File: config.mk
export PLATFORM = sky130hd
export DESIGN_NAME = md_sched_flat
export DESIGN_NICKNAME = d
export VERILOG_FILES = /design/src/rtl/md_pkg.sv /design/src/rtl/md_sched_if.sv /design/src/rtl/md_sched.sv /design/src/flat_wrapper.sv
export SDC_FILE = /design/constraint.sdc
export NUM_CORES = 1
export LEC_CHECK = 0
export CAP_MARGIN = 20
export CELL_PAD_IN_SITES_DETAIL_PLACEMENT = 0
export CELL_PAD_IN_SITES_GLOBAL_PLACEMENT = 2
export CORE_MARGIN = 2
export CORE_UTILIZATION = 21
export DETAILED_ROUTE_END_ITERATION = 10
export MAX_ROUTING_LAYER = met4
export PLACE_DENSITY_LB_ADDON = 0.12
export SYNTH_ARGS = -nofsm -noshare
export SYNTH_HDL_FRONTEND = slang
export SYNTH_SLANG_ARGS = --single-unit
File: constraint.sdc
create_clock -name clk -period 2.4 [get_ports clk]
set_input_delay 0.48 -clock clk [delete_from_list [all_inputs] [get_ports clk]]
set_output_delay 0.48 -clock clk [all_outputs]
set_load 0.01 [all_outputs]
File: src/rtl/md_pkg.sv
// Shared encodings for the multiply/divide scheduler: op codes, FSM states
// and the divide-by-zero LO value.
package md_pkg;

  localparam logic [2:0] OP_MULT  = 3'd1;
  localparam logic [2:0] OP_MULTU = 3'd2;
  localparam logic [2:0] OP_DIV   = 3'd3;
  localparam logic [2:0] OP_DIVU  = 3'd4;

  localparam logic [31:0] DIV0_LO = 32'hFFFF_FFFF;

  typedef enum logic [1:0] {
    ST_IDLE = 2'd0,
    ST_MUL  = 2'd1,
    ST_DIV  = 2'd2,
    ST_DONE = 2'd3
  } md_state_e;

  function automatic logic is_md_op(input logic [2:0] code);
    return (code == OP_MULT) || (code == OP_MULTU) ||
           (code == OP_DIV)  || (code == OP_DIVU);
  endfunction

  function automatic logic is_mul_op(input logic [2:0] code);
    return (code == OP_MULT) || (code == OP_MULTU);
  endfunction

  function automatic logic is_signed_op(input logic [2:0] code);
    return (code == OP_MULT) || (code == OP_DIV);
  endfunction

endpackage

File: src/rtl/md_sched_if.sv
// Bundle between EX, the scheduler and the external mul/div units.
// Handshake: *_start is held high from the first busy cycle through the cycle
// the unit's *_ready is sampled high; the result is taken on that same edge.
interface md_sched_if;
  import md_pkg::*;

  logic        op_valid;
  logic [2:0]  op_code;
  logic [31:0] op_src1;
  logic [31:0] op_src2;
  logic        stall_down;

  logic        mul_start;
  logic        mul_sign;
  logic [31:0] mul_op1;
  logic [31:0] mul_op2;
  logic        mul_ready;
  logic [63:0] mul_result;

  logic        div_start;
  logic        div_sign;
  logic [31:0] div_op1;
  logic [31:0] div_op2;
  logic        div_ready;
  logic [63:0] div_result;

  logic        stallreq;
  logic        hilo_we;
  logic [31:0] hi_o;
  logic [31:0] lo_o;
  logic        busy;
  logic        err_timeout;
  md_state_e   state_dbg;

  modport slave (
    input  op_valid, op_code, op_src1, op_src2, stall_down,
    input  mul_ready, mul_result, div_ready, div_result,
    output mul_start, mul_sign, mul_op1, mul_op2,
    output div_start, div_sign, div_op1, div_op2,
    output stallreq, hilo_we, hi_o, lo_o, busy, err_timeout, state_dbg
  );

  modport master (
    output op_valid, op_code, op_src1, op_src2, stall_down,
    output mul_ready, mul_result, div_ready, div_result,
    input  mul_start, mul_sign, mul_op1, mul_op2,
    input  div_start, div_sign, div_op1, div_op2,
    input  stallreq, hilo_we, hi_o, lo_o, busy, err_timeout, state_dbg
  );

endinterface

File: src/rtl/md_sched.sv
// Multiply/divide scheduler: latches one request, drives the selected unit,
// stalls EX until the result (or a timeout / divide-by-zero) is available.
module md_sched
  import md_pkg::*;
#(
  parameter int TIMEOUT = 64,
  parameter int CNT_W   = 7
) (
  input  logic        clk,
  input  logic        rst,
  md_sched_if.slave   bus
);

  md_state_e         state_q, state_d;
  logic [31:0]       src1_q, src1_d;
  logic [31:0]       src2_q, src2_d;
  logic              sign_q, sign_d;
  logic [CNT_W-1:0]  cnt_q, cnt_d;
  logic [31:0]       hi_q, hi_d;
  logic [31:0]       lo_q, lo_d;
  logic              err_q, err_d;

  logic              req;
  logic              unit_ready;
  logic [63:0]       unit_result;

  assign req         = bus.op_valid && is_md_op(bus.op_code);
  assign unit_ready  = (state_q == ST_MUL) ? bus.mul_ready  : bus.div_ready;
  assign unit_result = (state_q == ST_MUL) ? bus.mul_result : bus.div_result;

  always_ff @(posedge clk) begin
    if (rst) begin
      state_q <= ST_IDLE;
      src1_q  <= '0;
      src2_q  <= '0;
      sign_q  <= 1'b0;
      cnt_q   <= '0;
      hi_q    <= '0;
      lo_q    <= '0;
      err_q   <= 1'b0;
    end else begin
      state_q <= state_d;
      src1_q  <= src1_d;
      src2_q  <= src2_d;
      sign_q  <= sign_d;
      cnt_q   <= cnt_d;
      hi_q    <= hi_d;
      lo_q    <= lo_d;
      err_q   <= err_d;
    end
  end

  always_comb begin
    state_d = state_q;
    src1_d  = src1_q;
    src2_d  = src2_q;
    sign_d  = sign_q;
    cnt_d   = cnt_q;
    hi_d    = hi_q;
    lo_d    = lo_q;
    err_d   = 1'b0;
    case (state_q)
      ST_IDLE: begin
        if (req) begin
          src1_d = bus.op_src1;
          src2_d = bus.op_src2;
          sign_d = is_signed_op(bus.op_code);
          cnt_d  = '0;
          if (is_mul_op(bus.op_code)) begin
            state_d = ST_MUL;
          end else if (bus.op_src2 == 32'd0) begin
            // Divide-by-zero never reaches the divider.
            state_d = ST_DONE;
            hi_d    = bus.op_src1;
            lo_d    = DIV0_LO;
          end else begin
            state_d = ST_DIV;
          end
        end
      end
      ST_MUL, ST_DIV: begin
        if (unit_ready) begin
          state_d = ST_DONE;
          hi_d    = unit_result[63:32];
          lo_d    = unit_result[31:0];
        end else if (cnt_q == CNT_W'(TIMEOUT - 1)) begin
          state_d = ST_DONE;
          hi_d    = '0;
          lo_d    = '0;
          err_d   = 1'b1;
        end else begin
          cnt_d = cnt_q + 1'b1;
        end
      end
      ST_DONE: begin
        if (!bus.stall_down) state_d = ST_IDLE;
      end
      default: state_d = ST_IDLE;
    endcase
  end

  // Request outputs decode registered state, so they drop with the state.
  assign bus.mul_start = (state_q == ST_MUL);
  assign bus.mul_sign  = (state_q == ST_MUL) ? sign_q : 1'b0;
  assign bus.mul_op1   = (state_q == ST_MUL) ? src1_q : '0;
  assign bus.mul_op2   = (state_q == ST_MUL) ? src2_q : '0;
  assign bus.div_start = (state_q == ST_DIV);
  assign bus.div_sign  = (state_q == ST_DIV) ? sign_q : 1'b0;
  assign bus.div_op1   = (state_q == ST_DIV) ? src1_q : '0;
  assign bus.div_op2   = (state_q == ST_DIV) ? src2_q : '0;

  assign bus.stallreq    = req && (state_q != ST_DONE);
  assign bus.hilo_we     = (state_q == ST_DONE);
  assign bus.hi_o        = hi_q;
  assign bus.lo_o        = lo_q;
  assign bus.busy        = (state_q == ST_MUL) || (state_q == ST_DIV);
  assign bus.err_timeout = err_q;
  assign bus.state_dbg   = state_q;

endmodule
File: src/flat_wrapper.sv
// flat-port wrapper written by rule: the top's interface ports become plain ports
module md_sched_flat import md_pkg::*;
#(
  parameter int TIMEOUT = 64,
  parameter int CNT_W   = 7
)
  (clk, rst, bus_op_valid, bus_op_code, bus_op_src1, bus_op_src2, bus_stall_down, bus_mul_ready, bus_mul_result, bus_div_ready, bus_div_result, bus_mul_start, bus_mul_sign, bus_mul_op1, bus_mul_op2, bus_div_start, bus_div_sign, bus_div_op1, bus_div_op2, bus_stallreq, bus_hilo_we, bus_hi_o, bus_lo_o, bus_busy, bus_err_timeout, bus_state_dbg);
  md_sched_if bus_i ();
  input  logic clk;
  input  logic rst;
  input wire logic [$bits(bus_i.op_valid)-1:0] bus_op_valid;
  input wire logic [$bits(bus_i.op_code)-1:0] bus_op_code;
  input wire logic [$bits(bus_i.op_src1)-1:0] bus_op_src1;
  input wire logic [$bits(bus_i.op_src2)-1:0] bus_op_src2;
  input wire logic [$bits(bus_i.stall_down)-1:0] bus_stall_down;
  input wire logic [$bits(bus_i.mul_ready)-1:0] bus_mul_ready;
  input wire logic [$bits(bus_i.mul_result)-1:0] bus_mul_result;
  input wire logic [$bits(bus_i.div_ready)-1:0] bus_div_ready;
  input wire logic [$bits(bus_i.div_result)-1:0] bus_div_result;
  output wire logic [$bits(bus_i.mul_start)-1:0] bus_mul_start;
  output wire logic [$bits(bus_i.mul_sign)-1:0] bus_mul_sign;
  output wire logic [$bits(bus_i.mul_op1)-1:0] bus_mul_op1;
  output wire logic [$bits(bus_i.mul_op2)-1:0] bus_mul_op2;
  output wire logic [$bits(bus_i.div_start)-1:0] bus_div_start;
  output wire logic [$bits(bus_i.div_sign)-1:0] bus_div_sign;
  output wire logic [$bits(bus_i.div_op1)-1:0] bus_div_op1;
  output wire logic [$bits(bus_i.div_op2)-1:0] bus_div_op2;
  output wire logic [$bits(bus_i.stallreq)-1:0] bus_stallreq;
  output wire logic [$bits(bus_i.hilo_we)-1:0] bus_hilo_we;
  output wire logic [$bits(bus_i.hi_o)-1:0] bus_hi_o;
  output wire logic [$bits(bus_i.lo_o)-1:0] bus_lo_o;
  output wire logic [$bits(bus_i.busy)-1:0] bus_busy;
  output wire logic [$bits(bus_i.err_timeout)-1:0] bus_err_timeout;
  output wire logic [$bits(bus_i.state_dbg)-1:0] bus_state_dbg;
  assign bus_i.op_valid = bus_op_valid;
  assign bus_i.op_code = bus_op_code;
  assign bus_i.op_src1 = bus_op_src1;
  assign bus_i.op_src2 = bus_op_src2;
  assign bus_i.stall_down = bus_stall_down;
  assign bus_i.mul_ready = bus_mul_ready;
  assign bus_i.mul_result = bus_mul_result;
  assign bus_i.div_ready = bus_div_ready;
  assign bus_i.div_result = bus_div_result;
  assign bus_mul_start = bus_i.mul_start;
  assign bus_mul_sign = bus_i.mul_sign;
  assign bus_mul_op1 = bus_i.mul_op1;
  assign bus_mul_op2 = bus_i.mul_op2;
  assign bus_div_start = bus_i.div_start;
  assign bus_div_sign = bus_i.div_sign;
  assign bus_div_op1 = bus_i.div_op1;
  assign bus_div_op2 = bus_i.div_op2;
  assign bus_stallreq = bus_i.stallreq;
  assign bus_hilo_we = bus_i.hilo_we;
  assign bus_hi_o = bus_i.hi_o;
  assign bus_lo_o = bus_i.lo_o;
  assign bus_busy = bus_i.busy;
  assign bus_err_timeout = bus_i.err_timeout;
  assign bus_state_dbg = bus_i.state_dbg;
  md_sched #(.TIMEOUT(TIMEOUT), .CNT_W(CNT_W)) u_core (.clk(clk), .rst(rst), .bus(bus_i));
endmodule
==> results of run 1 <==
==> how the worst min path moves through the flow <==
| stage | from | endpoint | slack [ps] | cells after the start |
|---|---|---|---|---|
| 6_report | u_core.src2_q[26]$_SDFFE_PP0P_ | u_core.src2_q[26]$_SDFFE_PP0P_ | 460 | 2 |
| 5_1_grt | u_core.bus.lo_o[3]$_SDFFE_PP0P_ | u_core.bus.lo_o[3]$_SDFFE_PP0P_ | 480 | 1 |
| 4_1_cts | u_core.src2_q[23]$_SDFFE_PP0P_ | u_core.src2_q[23]$_SDFFE_PP0P_ | 460 | 2 |
| 3_5_place_dp | u_core.bus.lo_o[6]$_SDFFE_PP0P_ | u_core.bus.lo_o[6]$_SDFFE_PP0P_ | 450 | 1 |
| 3_3_place_gp | u_core.bus.lo_o[31]$_SDFFE_PP0P_ | u_core.bus.lo_o[31]$_SDFFE_PP0P_ | 450 | 1 |
| 2_1_floorplan | u_core.src1_q[0]$_SDFFE_PP0P_ | u_core.src1_q[0]$_SDFFE_PP0P_ | 440 | 2 |
==> cell usage in the layout, fill, tap and decap left out, types with 2 or more instances in the layout <==
cell type	netlist	layout
clkdlybuf4s50_1	0	268
dfxtp_1	139	137
nand2_1	136	136
and2_1	136	135
a21oi_1	106	106
dlygate4sd2_1	0	99
mux2i_1	64	64
buf_4	10	57
nor2_1	40	40
o21a_1	34	34
a211oi_2	32	32
a22oi_1	32	32
a41oi_1	32	32
buf_12	0	21
clkbuf_16	0	17
clkdlybuf4s15_1	0	17
buf_2	18	16
o21ai_0	7	7
nor4_1	9	7
clkinv_4	0	6
nand3_1	4	4
buf_16	0	4
nand2b_1	3	3
nand4_1	3	3
nor3_1	3	3
ha_4	0	3
inv_6	0	3
inv_2	0	2
inv_1	4	2
nor4_2	0	2
nor2b_1	3	2
o2111ai_1	2	2
nor3b_1	2	2
bufinv_16	0	2
clkbuf_8	0	2
==> state kept, by name, summed over array words and instances (netlist names) <==
name / cells
u_core.sign_q: 1
u_core.cnt_q: 7
u_core.bus.lo_o: 32
u_core.bus.hi_o: 32
u_core.src2_q: 32
u_core.bus.err_timeout: 1
u_core.src1_q: 32
u_core.bus.state_dbg: 2
==> per-layer routing <==
layer	GRT usage [%]	vias up	part of all wire, %	wire length (um)
li1	-	3977	-	-
met1	22.6	3723	44	15100
met2	30.2	252	48	16300
met3	4.07	26	6.6	2240
met4	5.01	0	1.5	510
met5	-	-	0	0
==> Yosys cell counts (2+ instances only) <==
cell       instances  area, sq um
a211oi_2          32          400
a21oi_1          106          531
a22oi_1           32          240
a41oi_1           32          280
and2_1           136          851
buf_1              8         30.0
buf_2             18         90.1
buf_4             10         75.1
buf_6              5         56.3
clkbuf_1          46          173
dfxtp_1          139         2780
ha_1               5         62.6
inv_1              4         15.0
mux2i_1           64          641
nand2_1          136          510
nand2b_1           3         18.8
nand3_1            4         20.0
nand4_1            3         18.8
nor2_1            40          150
nor2b_1            3         18.8
nor3_1             3         15.0
nor3b_1            2         15.0
nor4_1             9         56.3
o2111ai_1          2         17.5
o21a_1            34          255
o21ai_0            7         35.0
==> kinds of logic after synthesis <==
logic type	Yosys count	synth area share [%]
DFF	139	37.1
muxes	65	8.84
buffers and inverters	91	5.86
xor gates and xnor gates	1	0.117
AOI/OAI and AO/OA	251	24.5
adders and majority gates	5	0.834
and+or+nand+nor	343	22.8
==> metrics by stage <==
stage	instances	TNS [ps]	setup WS, ps
final	1786	0	63.3
after global routing	1786	-90.9	-15.9
after CTS	1785	0	0.588
after detailed placement	1737	-19950	-347
after global placement	1737	-22590	-392
after floorplan	895	0	171
==> cell type report <==
cell class              instances  area [sq um]  area share, %
flip-flops and latches        139          2790           21.2
inverters                       4          15.0          0.114
diodes                          1          2.50         0.0191
multi-input cells             665          4360           33.2
clock buffers                  19           453           3.45
repair buffers                484          4780           36.4
clock inverters                13           158           1.20
well taps                     461           577           4.39
==> power groups by stage <==
stage	Clock (W)	Combinational [W]	Sequential, W
2_1_floorplan	0	0.00351	0.00341
3_3_place_gp	0	0.00697	0.00325
3_5_place_dp	0	0.00694	0.00327
4_1_cts	0.00292	0.00739	0.00323
5_1_grt	0.00301	0.00785	0.00330
6_report	0.00280	0.00724	0.00323
==> critical path, delay by kind of cell <==
family	cells	cell delay, ps
AOI/OAI and AO/OA	2	290
and+or+nand+nor	3	840
buffers and inverters	4	980
==> timing repair <==
item | 4_1_cts | 5_1_grt
setup buffers | 12 | 0
pin swaps | 2 | 1
setup endpoints to repair | 134 | 49
gates cloned | 4 | 0
gates resized for setup | 189 | 22
==> flow_metrics.env, run 1 <==
export IMPL_routedWlPerCell_um=19.1
export IMPL_slowest_stage="nor4_1"
export IMPL_grt_max_degree=59
export IMPL_clkTransAtPathRegs_ps=70
export IMPL_final_util_pct=37.1
export IMPL_die_area_sq_um=37200
export IMPL_postRouteWirelength_um=34200
export IMPL_yosys_warnings=0
export IMPL_drive_above_1_share_pct=13.7
export IMPL_area_growth_syn_to_layout_pct=75.1
export IMPL_io_pins=403
export IMPL_worst_setup_path_type="primary input to flop"
export IMPL_crit_required_ps=2680
export IMPL_ys_seq_area_share_pct=37.1
export IMPL_crit_arrival_ps=2620
export IMPL_vias=7978
export IMPL_final_nets=1517
export IMPL_design_area_sq_um=13100
export IMPL_rows=69
export IMPL_fin_crit_sh_pct=97.4
export IMPL_syn_nets=1101
export IMPL_ys_ff_latch=139
export IMPL_antenna_left=0
export IMPL_place_hpwl_um=24200
export IMPL_ys_async_sr_fraction_pct=0
export IMPL_p_per_area_nw_per_um2=1010
export IMPL_postCtsHoldBufs=0
export IMPL_final_hold_viol_count=0
export IMPL_pwr_share_comb_pct=54.6
export IMPL_place_congestion=0.717
export IMPL_cts_sinks=139
export IMPL_hold_slack_ps=462
export IMPL_port_buffers=402
export IMPL_syn_area_sq_um=7500
export IMPL_hold_class="flop to flop"
export IMPL_grt_pass1_vias=7951
export IMPL_crit_path_frequent_cell="buf_12"
export IMPL_setup_worst_path_start="bus_op_src2[25]"
export IMPL_cell_internal_pwr_w=0.00789
export IMPL_fmax_ghz=0.428
export IMPL_drc=0
export IMPL_max_clock_path_buffers=2
export IMPL_grt_antenna_before_repair=3
export IMPL_die_x_um=193
export IMPL_syn_area_per_cell_sq_um=8.38
export IMPL_worstSkewPairLatency_ps=430
export IMPL_netlist_instances=895
export IMPL_drt_vias_per_instance=4.47
export IMPL_synth_edf_count=0
export IMPL_peakVddDrop_mv=0.584
export IMPL_grt_use_total_pct=18.4
export IMPL_cts_htree_levels=4
export IMPL_dr_first_iter_drc_count=254
export IMPL_outcome="completed"
export IMPL_grt_pass1_wl_um=49700
export IMPL_cts_tree="yes"
export IMPL_r2r_slack_ps=220
export IMPL_crit_path_cell_trace="clkdlybuf4s50_1 -> nor4_1 -> nand4_1 -> buf_4 -> o31ai_4 -> buf_12 -> and2_4 -> buf_12 -> a211oi_2"
export IMPL_finalSetupViolations=0
export IMPL_dpl_cell_area_sq_um=12400
export IMPL_clock_skew_final_ps=17.6
export IMPL_slew_headroom_pct=63.3
export IMPL_swShare_pct=40.6
export IMPL_die_h_um=193
export IMPL_final_max_slew_violation_count=0
export IMPL_p_leak_nw=5.26
export IMPL_ff2ff_path_depth=7
export IMPL_numCtsBuffers=17
export IMPL_first_pass_iters=4
export IMPL_clock_root_buffer="clkbuf_16"
export IMPL_fillCellCount=3743
export IMPL_grt_overflow_total=0
export IMPL_cp_max_fo=35
export IMPL_p_switching_w=0.00539
export IMPL_cap_violations=0
export IMPL_endpoint="u_core.bus.hi_o[26]$_SDFFE_PP0P_"
export IMPL_initial_core_util_pct=21.2
export IMPL_fin_crit_ps=2340
export IMPL_coreArea_sq_um=35400
export IMPL_tightest_slew_ps=550
export IMPL_end_kind="flop"
export IMPL_slowest_delay_ps=490
export IMPL_synth_cell_types=38
export IMPL_r2r_end="u_core.bus.hi_o[6]$_SDFFE_PP0P_"
export IMPL_synth_flop_cell="dfxtp_1"
export IMPL_power_total_w=0.0133
export IMPL_p_clk_share_pct=21.1
export IMPL_reg2reg_from="u_core.cnt_q[0]$_SDFFE_PP0P_"
export IMPL_critPathLaunchType="primary input"
export IMPL_seqPwrFrac_pct=24.3
Note: power is estimated with default switching activity, not from simulation.
==> inputs of run 2 (changes only) <==
PLACE_DENSITY = 0.85   (was unset)
PLACE_DENSITY_LB_ADDON = unset   (was 0.12)
==> run 2 against run 1 <==
Largest power group unchanged. Wire length down 6.3%. First-iteration DRC count down 14%. Register-to-register slack worse by 60 ps. Non-clock buffer count down 13. Worst hold slack about the same. Largest cell class unchanged. Final cell count down 0.62%. Critical path depth down 3. Total power about the same. Global-route usage down 1.5 points. Clock power about the same.
==> flow_metrics.env, run 2 (synthesis results as in run 1) <==
export IMPL_rows=69
export IMPL_cts_sinks=139
export IMPL_initial_core_util_pct=21.2
export IMPL_layout_common_cells="269 x clkdlybuf4s50_1, 137 x dfxtp_1, 136 x nand2_1"
export IMPL_final_hold_viol_count=0
export IMPL_numCtsBuffers=17
export IMPL_clock_skew_final_ps=20.6
export IMPL_crit_arrival_ps=1860
export IMPL_grt_pass1_vias=7963
export IMPL_crit_required_ps=1920
export IMPL_min_path_cells=1
export IMPL_place_ws_ps=-432
export IMPL_cp_max_fo=6
export IMPL_place_hpwl_um=22400
export IMPL_die_area_sq_um=37200
export IMPL_slowest_delay_ps=350
export IMPL_place_congestion=0.759
export IMPL_coreArea_sq_um=35400
export IMPL_fin_crit_ps=2340
export IMPL_peakVddDrop_mv=0.725
export IMPL_vias=7953
export IMPL_cap_violations=0
export IMPL_grt_max_degree=66
export IMPL_drc=0
export IMPL_tightest_slew_ps=608
export IMPL_grt_use_total_pct=16.9
export IMPL_final_nets=1504
export IMPL_regArea_sq_um=2790
export IMPL_grt_antenna_before_repair=0
export IMPL_dr_first_iter_drc_count=218
export IMPL_fin_crit_sh_pct=97.6
export IMPL_routedWlPerCell_um=18.1
export IMPL_p_leak_nw=5.46
export IMPL_cts_tree="yes"
export IMPL_drive_above_1_share_pct=11.9
export IMPL_grt_overflow_total=0
export IMPL_first_pass_iters=4
export IMPL_die_h_um=193
export IMPL_grt_pass1_wl_um=46500
export IMPL_outcome="completed"
export IMPL_worstSkewPairLatency_ps=420
export IMPL_ff2ff_path_depth=11
export IMPL_port_buffers=402
export IMPL_cts_htree_levels=4
export IMPL_finalNonFillerCells=1775
export IMPL_fillCellCount=3657
export IMPL_io_pins=403
export IMPL_end_kind="output pin"
export IMPL_clock_root_buffer="clkbuf_16"
export IMPL_p_per_area_nw_per_um2=1000
export IMPL_final_util_pct=37.4
export IMPL_antenna_left=0
export IMPL_grt_setup_unrepaired="no"
export IMPL_postRouteWirelength_um=32100
export IMPL_slowest_stage="dfxtp_2"
export IMPL_layout_commonest_cell="clkdlybuf4s50_1"
export IMPL_fmax_ghz=0.427
export IMPL_hold_class="flop to flop"
export IMPL_drt_vias_per_instance=4.48
export IMPL_multi_input_area_sq_um=4380
export IMPL_postCtsHoldBufs=0
export IMPL_critPathLaunchType="flop"
export IMPL_clkTransAtPathRegs_ps=60
export IMPL_placed_cells=1726
export IMPL_final_max_slew_violation_count=0
export IMPL_max_clock_path_buffers=2
export IMPL_crit_path_cell_trace="inv_4 -> ha_4 -> buf_4 -> bufbuf_16 -> and2_1 -> dlygate4sd2_1"
export IMPL_worst_setup_path_type="flop to output pin"
export IMPL_finalSetupViolations=0
export IMPL_die_x_um=193
export IMPL_layout_setup_ws_ps=58.6
export IMPL_area_growth_syn_to_layout_pct=76.7
export IMPL_slew_headroom_pct=59.5
==> run 2: layout make-up <==
type / count / area share [%]
tap: 461 / 4.35
clock inverter: 13 / 1.18
sequential: 139 / 21.0
timing repair buffer: 471 / 36.8
multi-input combinational: 665 / 33.0
inverter: 4 / 0.132
antenna: 3 / 0.0567
clock buffer: 19 / 3.42
==> run 2: repair_timing <==
item / 4_1_cts / 5_1_grt
buffers inserted: 6 / 1
pin swaps: 2 / 4
gates resized for setup: 131 / 52
gates cloned: 5 / 3
endpoints found under the setup margin: 135 / 122
==> run 2: per-stage QoR <==
step           total power, W  TNS [ps]  hold slack, ps  instance area, sq um
6_report               0.0133         0             462                 13200
5_1_grt                0.0141         0             485                 13200
4_1_cts                0.0133         0             468                 13100
3_5_place_dp           0.0100    -25040             453                 12300
3_3_place_gp          0.00997    -23550             446                 12300
2_1_floorplan         0.00692         0             440                  7500
==> run 2: final timing paths <==
kind	startpoint	end	slack (ps)
worst max register to register	u_core.bus.state_dbg[1]$_SDFFE_PP0P_	u_core.bus.lo_o[6]$_SDFFE_PP0P_	160
worst min register to register	u_core.bus.lo_o[3]$_SDFFE_PP0P_	u_core.bus.lo_o[3]$_SDFFE_PP0P_	460
worst max-delay path	u_core.bus.state_dbg[1]$_SDFFE_PP0P_	bus_mul_op2[24]	60
worst min-delay path	u_core.bus.lo_o[3]$_SDFFE_PP0P_	u_core.bus.lo_o[3]$_SDFFE_PP0P_	460
==> run 2: metal layers <==
| layer | part of all wire [%] | routed length, um | global-route usage, % |
|---|---|---|---|
| met1 | 43 | 13700 | 20.1 |
| met2 | 50 | 15900 | 29.2 |
| met3 | 6.4 | 2060 | 3.46 |
| met4 | 1.3 | 422 | 3.76 |
| met5 | 0 | 0 | - |
==> run 2: worst max-delay path: cells and delay by family, from the launching register on <==
family	cells	cell delay, ps
buffers and inverters	4	750
AND/OR/NAND/NOR	1	150
flip-flops	1	350
adder cells (fa/ha/maj)	1	180
==> run 2: report_power, final <==
group	internal [W]	switching (W)
clock	0.00162	0.00118
combinational	0.00350	0.00373
sequential	0.00289	0.000359
==> inputs of run 3 (changes only) <==
==> constraint.sdc (replaced) <==
create_clock -name clk -period 2.4 [get_ports clk]
set_input_delay 0.24 -clock clk [delete_from_list [all_inputs] [get_ports clk]]
set_output_delay 0.24 -clock clk [all_outputs]
set_load 0.01 [all_outputs]
==> run 3 against run 2 <==
Global-route usage is 0.48 points lower. Via count decreased by 2.3%. Non-clock buffer count is 28 lower. Critical path depth is 1 lower. Highest routed layer unchanged.
==> flow_metrics.env, run 3 (synthesis results as in run 1) <==
export IMPL_dr_first_iter_drc_count=261
export IMPL_crit_required_ps=2160
export IMPL_slew_headroom_pct=67.4
export IMPL_drt_vias_per_instance=4.46
export IMPL_cts_tree="yes"
export IMPL_place_congestion=0.754
export IMPL_min_to="u_core.src2_q[19]$_SDFFE_PP0P_"
export IMPL_cts_sinks=139
export IMPL_grt_setup_unrepaired="yes"
export IMPL_numCtsBuffers=17
export IMPL_r2r_slack_ps=130
export IMPL_cts_htree_levels=4
export IMPL_fillCellCount=3664
export IMPL_final_max_slew_violation_count=0
export IMPL_hold_class="primary input to flop"
export IMPL_p_leak_nw=4.82
export IMPL_drive_above_1_share_pct=9.36
export IMPL_grt_antenna_before_repair=1
export IMPL_design_area_sq_um=13000
export IMPL_seqPwrFrac_pct=25.4
export IMPL_drc=0
export IMPL_port_buffers=402
export IMPL_critPathLaunchType="flop"
export IMPL_area_growth_syn_to_layout_pct=72.9
export IMPL_grt_pass1_vias=7664
export IMPL_crit_arrival_ps=2070
export IMPL_p_per_area_nw_per_um2=987
export IMPL_die_h_um=193
export IMPL_layout_common_cells="383 x clkdlybuf4s50_1, 137 x dfxtp_1, 136 x nand2_1"
export IMPL_min_from="bus_op_src2[19]"
export IMPL_cap_violations=0
export IMPL_multi_input_area_sq_um=4350
export IMPL_initial_core_util_pct=21.2
export IMPL_tightest_slew_ps=489
export IMPL_finalSetupViolations=0
export IMPL_worstSkewPairLatency_ps=420
export IMPL_place_hpwl_um=22400
export IMPL_first_pass_iters=4
export IMPL_vias=7770
export IMPL_swShare_pct=39.8
export IMPL_worst_setup_path_type="flop to output pin"
export IMPL_hold_slack_ps=391
export IMPL_fin_crit_ps=2310
export IMPL_finalNonFillerCells=1743
export IMPL_min_path_cells=3
export IMPL_dpl_cell_area_sq_um=12200
export IMPL_die_x_um=193
export IMPL_grt_max_degree=73
export IMPL_postRouteWirelength_um=31000
export IMPL_grt_use_total_pct=16.4
export IMPL_routedWlPerCell_um=17.8
export IMPL_final_hold_viol_count=0
export IMPL_reg2reg_from="u_core.bus.state_dbg[1]$_SDFFE_PP0P_"
export IMPL_pwr_share_comb_pct=52.9
export IMPL_regArea_sq_um=2790
export IMPL_cp_max_fo=28
export IMPL_p_switching_w=0.00509
export IMPL_die_area_sq_um=37200
export IMPL_antenna_left=0
export IMPL_clock_skew_final_ps=10.9
export IMPL_clock_root_buffer="clkbuf_16"
export IMPL_rows=69
export IMPL_clkTransAtPathRegs_ps=70
export IMPL_power_total_w=0.0128
export IMPL_placed_cells=1706
export IMPL_cell_internal_pwr_w=0.00770
export IMPL_layout_commonest_cell="clkdlybuf4s50_1"
export IMPL_final_nets=1476
export IMPL_io_pins=403
export IMPL_final_util_pct=36.6
export IMPL_r2r_end="u_core.bus.lo_o[19]$_SDFFE_PP0P_"
export IMPL_fin_crit_sh_pct=96.3
export IMPL_outcome="completed"
export IMPL_max_clock_path_buffers=2
export IMPL_antenna_cells=0
export IMPL_grt_overflow_total=0
export IMPL_coreArea_sq_um=35400
export IMPL_grt_pass1_wl_um=44900
export IMPL_fmax_ghz=0.433
export IMPL_p_clk_share_pct=21.7
export IMPL_peakVddDrop_mv=0.810
export IMPL_end_kind="output pin"
export IMPL_ff2ff_path_depth=10
run 3: changes by cell type in the layout (fill, tap and decap cells not counted), moves of 3 or more:
| cell | previous run | this run |
|---|---|---|
| clkdlybuf4s50_1 | 269 | 383 |
| dlygate4sd2_1 | 90 | 0 |
| clkdlybuf4s15_1 | 24 | 0 |
| buf_4 | 38 | 21 |
| buf_6 | 8 | 1 |
| bufbuf_16 | 4 | 1 |
| diode_2 | 3 | 0 |
run 3: how the worst max path moves through the flow:
stage,from,end,slack [ps],cells after the start
after floorplan,u_core.bus.state_dbg[0]$_SDFFE_PP0P_,u_core.bus.lo_o[10]$_SDFFE_PP0P_,170,9
after global placement,bus_op_src2[16],u_core.bus.hi_o[21]$_SDFFE_PP0P_,-150,7
after detailed placement,bus_op_src2[16],u_core.bus.hi_o[21]$_SDFFE_PP0P_,-220,7
after CTS,u_core.bus.state_dbg[1]$_SDFFE_PP0P_,bus_mul_op1[7],30,5
after global routing,u_core.bus.state_dbg[0]$_SDFFE_PP0P_,bus_div_op2[30],-10,5
final,u_core.bus.state_dbg[0]$_SDFFE_PP0P_,bus_div_op2[26],90,5
run 3: metrics by stage:
| stage | TNS (ps) | setup WS (ps) |
|---|---|---|
| 6_report | 0 | 88.5 |
| 5_1_grt | -36.0 | -10.7 |
| 4_1_cts | 0 | 34.7 |
| 3_5_place_dp | -11270 | -218 |
| 3_3_place_gp | -6800 | -148 |
| 2_1_floorplan | 0 | 171 |
run 3: area by class of cell:
| cell class | count | area share [%] |
|---|---|---|
| Clock buffer | 18 | 3.31 |
| Clock inverter | 13 | 1.29 |
| Inverter | 4 | 0.116 |
| Multi-Input combinational cell | 665 | 33.5 |
| Sequential cell | 139 | 21.5 |
| Tap cell | 461 | 4.45 |
| Timing Repair Buffer | 443 | 35.8 |
run 3: metal layers:
layer / up-vias / track usage [%] / share of wire [%] / wire length (um)
li1: 3872 / - / - / -
met1: 3633 / 20.2 / 44 / 13700
met2: 252 / 28.0 / 49 / 15300
met3: 13 / 3.08 / 5.8 / 1800
met4: 0 / 3.12 / 0.71 / 220
met5: - / - / 0 / 0
run 3: worst max-delay path, stage by stage, from the launching register on:
cell and delay (ps):
dfxtp_2 360, inv_2 110, ha_4 190, bufbuf_16 310, and2_1 140, clkdlybuf4s50_1 530
run 3: timing repair:
item / in CTS / in global routing
hold buffers: 1 / 0
hold endpoints to repair: 1 / 0
gates cloned: 2 / 0
pin swaps: 0 / 1
endpoints found under the setup margin: 92 / 88
resized for setup: 12 / 18
buffers inserted: 1 / 2
run 3: power groups by stage:
stage / Sequential, W / Clock (W) / Combinational, W
global placement: 0.00327 / 0 / 0.00660
global route: 0.00332 / 0.00296 / 0.00729
finish: 0.00325 / 0.00278 / 0.00677
detailed placement: 0.00328 / 0 / 0.00662
CTS: 0.00325 / 0.00286 / 0.00684
floorplan: 0.00341 / 0 / 0.00351
